## src/rtl/counter_hex_display.sv

```systemverilog
// Multiplexed 6-digit hex display driver: latches a snapshot of value_in once per
// frame and scans it onto shared segment/anode pins. Optional DISP_BLANK_LEADING_ZERO_EN.
module counter_hex_display #(
    parameter int WIDTH          = 24,
    parameter int DIGITS         = 6,
    parameter int SCAN_DIV       = 50000,
    parameter int SEG_ACTIVE_LOW = 1
) (
    input  logic              clk,
    input  logic              reset,
    input  logic [WIDTH-1:0]  value_in,
    input  logic              hold,
    output logic [6:0]        seg,
    output logic [DIGITS-1:0] an,
    output logic              frame_tick
);

    localparam int PW = (SCAN_DIV > 1) ? $clog2(SCAN_DIV) : 1;
    localparam int IW = (DIGITS > 1) ? $clog2(DIGITS) : 1;
    localparam logic [PW-1:0]     PRE_LAST = PW'(SCAN_DIV - 1);
    localparam logic [IW-1:0]     IDX_LAST = IW'(DIGITS - 1);
    localparam logic [6:0]        SEG_OFF  = {7{SEG_ACTIVE_LOW != 0}};
    localparam logic [DIGITS-1:0] AN_OFF   = {DIGITS{SEG_ACTIVE_LOW != 0}};

    logic [PW-1:0]     prescale_q, prescale_d;
    logic [IW-1:0]     idx_q, idx_d;
    logic [WIDTH-1:0]  snapshot_q, snapshot_d;
    logic              frameTick_q, frameTick_d;
    logic [DIGITS-1:0] an_q, an_d;
    logic [6:0]        seg_q, seg_d;

    logic              terminal;
    logic              frameEnd;
    logic [3:0]        nibble;
    logic [DIGITS-1:0] anOneHot;
    logic              blank;
    logic [6:0]        segActive;
`ifdef DISP_BLANK_LEADING_ZERO_EN
    logic              zeroAbove;
`endif

    function automatic logic [6:0] hexDecode(input logic [3:0] n);
        case (n)
            4'h0: hexDecode = 7'b0111111;
            4'h1: hexDecode = 7'b0000110;
            4'h2: hexDecode = 7'b1011011;
            4'h3: hexDecode = 7'b1001111;
            4'h4: hexDecode = 7'b1100110;
            4'h5: hexDecode = 7'b1101101;
            4'h6: hexDecode = 7'b1111101;
            4'h7: hexDecode = 7'b0000111;
            4'h8: hexDecode = 7'b1111111;
            4'h9: hexDecode = 7'b1101111;
            4'hA: hexDecode = 7'b1110111;
            4'hB: hexDecode = 7'b1111100;
            4'hC: hexDecode = 7'b0111001;
            4'hD: hexDecode = 7'b1011110;
            4'hE: hexDecode = 7'b1111001;
            default: hexDecode = 7'b1110001;
        endcase
    endfunction

    always_comb begin
        terminal    = (prescale_q == PRE_LAST);
        frameEnd    = terminal && (idx_q == IDX_LAST);
        prescale_d  = terminal ? '0 : prescale_q + 1'b1;
        idx_d       = idx_q;
        if (terminal) begin
            idx_d = (idx_q == IDX_LAST) ? '0 : idx_q + 1'b1;
        end
        snapshot_d  = snapshot_q;
        if (frameEnd && !hold) begin
            snapshot_d = value_in;
        end
        frameTick_d = frameEnd;

        nibble   = '0;
        anOneHot = '0;
        for (int k = 0; k < DIGITS; k++) begin
            if (idx_q == IW'(k)) begin
                nibble      = snapshot_q[4*k +: 4];
                anOneHot[k] = 1'b1;
            end
        end

        blank = 1'b0;
`ifdef DISP_BLANK_LEADING_ZERO_EN
        // Walk from the top digit down so zeroAbove covers nibbles k..DIGITS-1.
        zeroAbove = 1'b1;
        for (int k = DIGITS - 1; k >= 0; k--) begin
            zeroAbove = zeroAbove && (snapshot_q[4*k +: 4] == 4'h0);
            if ((k != 0) && (idx_q == IW'(k)) && zeroAbove) begin
                blank = 1'b1;
            end
        end
`endif

        segActive = blank ? 7'b0000000 : hexDecode(nibble);
        seg_d     = segActive ^ SEG_OFF;
        an_d      = anOneHot ^ AN_OFF;
    end

    always_ff @(posedge clk or negedge reset) begin
        if (!reset) begin
            prescale_q  <= '0;
            idx_q       <= '0;
            snapshot_q  <= '0;
            frameTick_q <= 1'b0;
            an_q        <= AN_OFF;
            seg_q       <= SEG_OFF;
        end else begin
            prescale_q  <= prescale_d;
            idx_q       <= idx_d;
            snapshot_q  <= snapshot_d;
            frameTick_q <= frameTick_d;
            an_q        <= an_d;
            seg_q       <= seg_d;
        end
    end

    assign seg        = seg_q;
    assign an         = an_q;
    assign frame_tick = frameTick_q;

endmodule
```

## config.mk

```make
export PLATFORM = sky130hd
export DESIGN_NAME = counter_hex_display
export DESIGN_NICKNAME = d
export VERILOG_FILES = /design/src/rtl/counter_hex_display.sv
export SDC_FILE = /design/constraint.sdc
export NUM_CORES = 1
export LEC_CHECK = 0
export ABC_AREA = 1
export BUFFER_PORTS_ARGS = -buffer_cell sky130_fd_sc_hd__buf_4
export CAP_MARGIN = 30
export CORE_ASPECT_RATIO = 0.9
export CORE_MARGIN = 5
export CORE_UTILIZATION = 40
export CTS_CLUSTER_DIAMETER = 150
export CTS_CLUSTER_SIZE = 10
export DETAILED_ROUTE_END_ITERATION = 10
export GPL_TIMING_DRIVEN = 0
export PLACE_DENSITY = 0.6
export RECOVER_POWER = 100
export SLEW_MARGIN = 15
export SYNTH_ARGS = -nofsm -noshare
export SYNTH_HDL_FRONTEND = slang
export SYNTH_SLANG_ARGS = --single-unit
```

## constraint.sdc

```tcl
create_clock -name clk -period 2.56 [get_ports clk]
set_input_delay 0 -clock clk [delete_from_list [all_inputs] [get_ports clk]]
set_output_delay 0 -clock clk [all_outputs]
set_load 0.02 [all_outputs]
```

==> results.json, run 1 <==
{
  "drc": 0,
  "max_slew_margin_pct": 8.27,
  "r2r_start": "prescale_q[0]",
  "vias": 2414,
  "p_int_mw": 1.41,
  "worstSetupStartpoint": "prescale_q[0]",
  "finalSetupViolCount": 0,
  "die_h_um": 90.5,
  "rsz0062_at_grt": "false",
  "grt_max_degree": 58,
  "cts_made_buffers": 9,
  "cts_buffer_depth": 2,
  "path_cells": "ha_1 > nand2_1 > nor2_1 > nand3b_1 > nor2_8 > nand2_4 > clkbuf_2 > nand2_1 > nand2_1",
  "fin_crit_sh_pct": 87.3,
  "vdd_drop_max_uv": 359,
  "dp_hpwl_um": 4300,
  "synth_warnings": 0,
  "ant_nets": 0,
  "drt_iter0_drc": 122,
  "share_comb_of_total_power_pct": 4.6,
  "grt.met3_usage_pct": 4.17,
  "r2r_end": "snapshot_q[16]",
  "antenna_found_initial": 0,
  "h-tree-depth": 3,
  "max_stage_delay_ns": 0.44,
  "first_pass_iters": 4,
  "clkTransAtPathRegs_ns": 0.08,
  "clkPwrFrac_pct": 46.6,
  "critPathKind": "flop to flop",
  "antenna-diode-count": 0,
  "portBuffers": 40,
  "nets": 456,
  "skew_ns": 0.0117,
  "globalRouteTotalUtil_pct": 14.7,
  "min_period_ns": 2.24,
  "rows": 29,
  "register_area_um2": 1440,
  "routed_wl_um": 6230,
  "r2r_cells": 9,
  "via_per_inst": 4.66,
  "path_max_fanout": 10,
  "startpoint_type": "flop",
  "synth_area_um2": 2880,
  "synth_top_cell_by_area": "dfrtp_1",
  "p_leak_nw": 1.88,
  "p_per_area_nw_per_um2": 504,
  "avgSynthCellArea_um2": 8.37,
  "synth_top_area_share_pct": 38.2,
  "met2_usage_pct": 22.6,
  "synth_area_leaders": "dfrtp_1 38%, nand2_1 15%, dfstp_2 12%, nand3_1 7.8%, ha_1 3.9%",
  "multi_input_area_um2": 1240,
  "area_growth_pct": 27.5,
  "synth-seq-cells": 57,
  "whs_path_depth": 4,
  "r2r_slack_ns": 0.32,
  "gp_congestion": 0.805,
  "ys_seq_area_share_pct": 50.1,
  "slew_viol_final": 0,
  "root_buffer": "clkbuf_8",
  "cts_tree": "yes",
  "ys_types": 32,
  "insertion_delay_ns": 0.34,
  "layout-drive-gt1-share_pct": 17.4,
  "grt_pass1_wl_um": 10600,
  "hold_path.class": "input port to flop",
  "hold_slack_ns": 0.102,
  "timing_hold_violations_final": 0,
  "swShare_pct": 23.8,
  "busiest_layer": "met2",
  "crit_top_cell": "nand2_1",
  "fillCellCount": 710,
  "setup-tns-final_ns": 0,
  "cp.arrival_ns": 2.46,
  "p_sw_mw": 0.440,
  "required_ns": 2.79,
  "max_cap_viol_count": 0,
  "fmax_mhz": 447,
  "start_util_pct": 40.9,
  "slowest_stage": "nand3b_1",
  "syn_nets": 380,
  "status": "finished, final reports clean",
  "syn_inst": 344,
  "die_w_um": 99.4,
  "crit_path_end": "snapshot_q[16]",
  "grt_pass1_vias": 2290,
  "die-area_um2": 9000,
  "worst_pin_slew_ns": 1.38,
  "cp-end-kind": "flop",
  "core_um2": 7040,
  "pin_count": 41,
  "wl_per_cell_um": 12.0,
  "cts.sinks": 57,
  "use_met1_pct": 19.8,
  "overflow": 0,
  "seqPwrFrac_pct": 48.8,
  "cts_setup_buffers": 0
}
==> power groups by stage <==
stage                     registers (mW)  logic, mW  clock network [mW]
final                              0.901     0.0853               0.862
after detailed placement           0.918     0.0559                   0
after floorplan                    0.918    0.00561                   0
after global routing               0.901     0.0939               0.924
after global placement             0.918     0.0557                   0
after CTS                          0.901     0.0856               0.880
==> placed cells by master, fill, tap and decap left out, types with 2 or more instances in the layout <==
master	count
a21oi_1	8
buf_4	26
buf_6	2
clkbuf_1	16
clkbuf_2	3
clkbuf_8	9
clkinv_4	2
dfrtp_1	44
dfstp_2	13
dlygate4sd3_1	25
ha_1	9
inv_1	29
inv_2	2
inv_6	2
nand2_1	118
nand2_2	3
nand3_1	45
nand4_1	5
nor2_1	23
nor3_1	9
nor3_4	2
o21ai_0	7
xnor2_1	3
xor2_1	4
==> layout make-up <==
| class | instances | area share [%] |
|---|---|---|
| Inverter | 33 | 3.44 |
| Sequential cell | 57 | 39.3 |
| Multi-Input combinational cell | 246 | 33.7 |
| Clock buffer | 9 | 3.37 |
| Buffer | 8 | 1.43 |
| Clock inverter | 7 | 2.11 |
| Timing Repair Buffer | 65 | 13.5 |
| Tap cell | 93 | 3.17 |
==> per-stage QoR <==
step / std cells / setup slack (ns) / area, um^2 / total power [mW] / utilization (%)
after floorplan: 344 / 0.547 / 2880 / 0.923 / -
after global placement: 477 / 0.263 / 3300 / 0.973 / 46.8
final: 518 / 0.325 / 3670 / 1.85 / 52.2
after detailed placement: 477 / 0.192 / 3300 / 0.974 / 46.8
after CTS: 518 / 0.169 / 3750 / 1.87 / 53.2
after global routing: 518 / 0.0515 / 3670 / 1.92 / 52.2
==> layer usage <==
layer	vias up	wire length (um)
li1	1255	-
met1	1094	3110
met2	58	2720
met3	7	321
met4	0	74
met5	-	0
==> how the worst min path moves through the flow <==
stage          startpoint        endpoint  slack (ns)
2_1_floorplan       reset      frame_tick       -0.30
3_3_place_gp        reset  prescale_q[12]        0.10
3_5_place_dp        reset  prescale_q[12]        0.11
4_1_cts              hold   snapshot_q[7]        0.09
5_1_grt              hold   snapshot_q[7]        0.10
6_report             hold  snapshot_q[10]        0.10
==> worst max-delay path: cells and delay by family, from the launching register on <==
family	cells	cell delay [ns]
AND/OR/NAND/NOR	7	1.32
flip-flops	1	0.38
buffers and inverters	1	0.21
adder cells (fa/ha/maj)	1	0.19
==> logic make-up after synthesis <==
| group | share of synthesized area, % |
|---|---|
| simple gates | 33.3 |
| flops | 50.1 |
| buf+inv | 6.65 |
| compound gates | 3.91 |
| fa+ha+maj | 3.91 |
| xor+xnor | 2.13 |
==> cells in the mapped netlist (all sizes together) <==
library cell    n
nand2         122
nand3          45
dfrtp          44
inv            32
nor2           24
dfstp          13
nor3           11
a21oi           9
ha              9
o21ai           7
buf             6
nand4           5
xor2            4
xnor2           3
clkbuf          2
a21boi          1
clkinv          1
nand3b          1
nor3b           1
nor4            1
o22ai           1
o31ai           1
or2             1
==> flip-flops by register name, indices dropped and copies added, names as in the netlist <==
name and cells:
idx_q 3, an 6, frame_tick 1, seg 7
snapshot_q 24, prescale_q 16
==> repair_timing <==
action	in CTS	in global routing
hold buffers	25	0
resized for setup	0	1
endpoints found under the setup margin	0	6
hold endpoints to repair	68	0
Power figures use the tool's default switching activity.
==> run 2, diff against run 1 <==
--- a/config.mk
+++ b/config.mk
@@ -10,12 +10,12 @@
 export CAP_MARGIN = 30
 export CORE_ASPECT_RATIO = 0.9
 export CORE_MARGIN = 5
-export CORE_UTILIZATION = 40
+export CORE_UTILIZATION = 35
 export CTS_CLUSTER_DIAMETER = 150
 export CTS_CLUSTER_SIZE = 10
 export DETAILED_ROUTE_END_ITERATION = 10
 export GPL_TIMING_DRIVEN = 0
-export PLACE_DENSITY = 0.6
+export PLACE_DENSITY = 0.54
 export RECOVER_POWER = 100
 export SLEW_MARGIN = 15
 export SYNTH_ARGS = -nofsm -noshare
==> results.json, run 2 (synthesized netlist as in run 1, its figures left out) <==
{
  "routed_wl_um": 6170,
  "final_common_cell": "nand2_1",
  "worst-path-stages": 14,
  "critPathKind": "flop to flop",
  "start_util_pct": 35.9,
  "r2r_end": "seg[3]",
  "r2r_cells": 14,
  "crit_top_cell": "nand2_1",
  "worstSetupStartpoint": "idx_q[1]",
  "worst_pin_slew_ns": 1.38,
  "vias": 2399,
  "max_flop_register": "snapshot_q",
  "grt_max_degree": 58,
  "drc": 0,
  "final_cell_mix": "118 x nand2_1, 45 x nand3_1, 44 x dfrtp_1",
  "path_max_fanout": 10,
  "fmax_mhz": 444,
  "skew_ns": 0.00766,
  "seqPwrFrac_pct": 48.5,
  "grt_pass1_vias": 2362,
  "status": "finished, final reports clean",
  "cp.arrival_ns": 2.50,
  "finalSetupViolCount": 0,
  "vdd_drop_max_uv": 297,
  "dp_hpwl_um": 4410,
  "gp_congestion": 0.817,
  "core_um2": 8030,
  "insertion_delay_ns": 0.33,
  "drt_iter0_drc": 75,
  "fin_crit_sh_pct": 87.9,
  "clkTransAtPathRegs_ns": 0.07,
  "min_period_ns": 2.25,
  "root_buffer": "clkbuf_8",
  "antenna-diode-count": 0,
  "startpoint_type": "flop",
  "nets": 456,
  "use_met1_pct": 17.6,
  "portBuffers": 40,
  "r2r_start": "idx_q[1]",
  "cp-end-kind": "flop",
  "setup-tns-final_ns": 0,
  "max_stage_delay_ns": 0.41,
  "swShare_pct": 20.4,
  "cts_buffer_depth": 2,
  "rsz0062_at_grt": "false",
  "p_leak_nw": 1.89,
  "path_cells": "buf_6 > nand2_1 > inv_1 > ha_1 > inv_1 > nand2_1 > nand2_1 > a21boi_2 > inv_1 > ha_1 > nand2_1 > nand2_1 > nand2_1 > nand2_1",
  "via_per_inst": 4.58,
  "largest_reg_flops": 24,
  "timing_hold_violations_final": 0,
  "globalRouteTotalUtil_pct": 13.3,
  "cts_setup_buffers": 0,
  "overflow": 0,
  "grt.met3_usage_pct": 3.62,
  "busiest_layer": "met2",
  "clkPwrFrac_pct": 47.0,
  "p_per_area_nw_per_um2": 503,
  "slowest_stage": "dfrtp_1",
  "first_pass_iters": 4,
  "rows": 31,
  "crit_buf_inv": 4,
  "slew_viol_final": 0,
  "ant_nets": 0,
  "crit_path_end": "seg[3]",
  "required_ns": 2.81,
  "p_sw_mw": 0.379,
  "hold_path.class": "input port to flop",
  "cts_made_buffers": 9,
  "area_growth_pct": 28.4,
  "met2_usage_pct": 21.2,
  "grt_pass1_wl_um": 10800,
  "wl_per_cell_um": 11.8,
  "die-area_um2": 10100,
  "share_comb_of_total_power_pct": 4.5,
  "layout-drive-gt1-share_pct": 16.9,
  "cp_top_family": "adder cells",
  "max_cap_viol_count": 0,
  "antenna_found_initial": 0,
  "h-tree-depth": 3,
  "r2r_slack_ns": 0.31,
  "cts.sinks": 57,
  "max_slew_margin_pct": 7.69,
  "p_int_mw": 1.48,
  "pin_count": 41,
  "die_h_um": 96.0,
  "die_w_um": 106,
  "total_power_mw": 1.86,
  "cts_tree": "yes"
}
==> run 2: layout make-up <==
| class | count | area, um^2 |
|---|---|---|
| buffer | 8 | 65.1 |
| sequential | 57 | 1440 |
| fill | 823 | 4330 |
| timing repair buffer | 65 | 495 |
| multi-input combinational | 246 | 1240 |
| tap | 99 | 124 |
| inverter | 33 | 126 |
| clock buffer | 14 | 173 |
| clock inverter | 2 | 35.0 |
==> run 2: timing repair <==
action,4_1_cts,5_1_grt
hold endpoints to repair,68,0
resized for setup,0,1
hold buffers,25,0
setup endpoints to repair,0,2
==> run 2: stage by stage <==
step | cells | worst slack [ns] | utilization [%] | area [um^2] | hold WS [ns]
after global routing | 524 | 0.0931 | 46.0 | 3700 | 0.143
after floorplan | 344 | 0.547 | - | 2880 | -0.296
after global placement | 483 | 0.259 | 41.1 | 3300 | 0.105
after CTS | 524 | 0.198 | 46.8 | 3760 | 0.112
after detailed placement | 483 | 0.234 | 41.1 | 3300 | 0.112
final | 524 | 0.310 | 46.0 | 3700 | 0.116
==> run 2: power by group through the flow <==
stage	sequential [mW]	clock, mW	combinational [mW]
2_1_floorplan	0.918	0	0.00561
3_3_place_gp	0.918	0	0.0560
3_5_place_dp	0.918	0	0.0565
4_1_cts	0.902	0.902	0.0862
5_1_grt	0.901	0.932	0.0948
6_report	0.902	0.873	0.0843
==> run 2: worst min-delay path by stage <==
stage	startpoint	cells past startpoint	endpoint
2_1_floorplan	reset	0	frame_tick
3_3_place_gp	reset	1	prescale_q[2]
3_5_place_dp	reset	1	prescale_q[2]
4_1_cts	hold	4	snapshot_q[7]
5_1_grt	hold	4	snapshot_q[9]
6_report	hold	4	snapshot_q[9]
==> run 2: layer usage <==
| metal | vias to the layer above | share of wire (%) |
|---|---|---|
| met5 | - | 0 |
| met4 | 0 | 0.37 |
| met3 | 2 | 4.1 |
| met2 | 43 | 45 |
| met1 | 1103 | 50 |
| li1 | 1251 | - |
==> run 2: worst min-delay path: cells and delay by family <==
family        cells  cell delay [ns]
buf+inv           2             0.26
simple gates      2             0.16
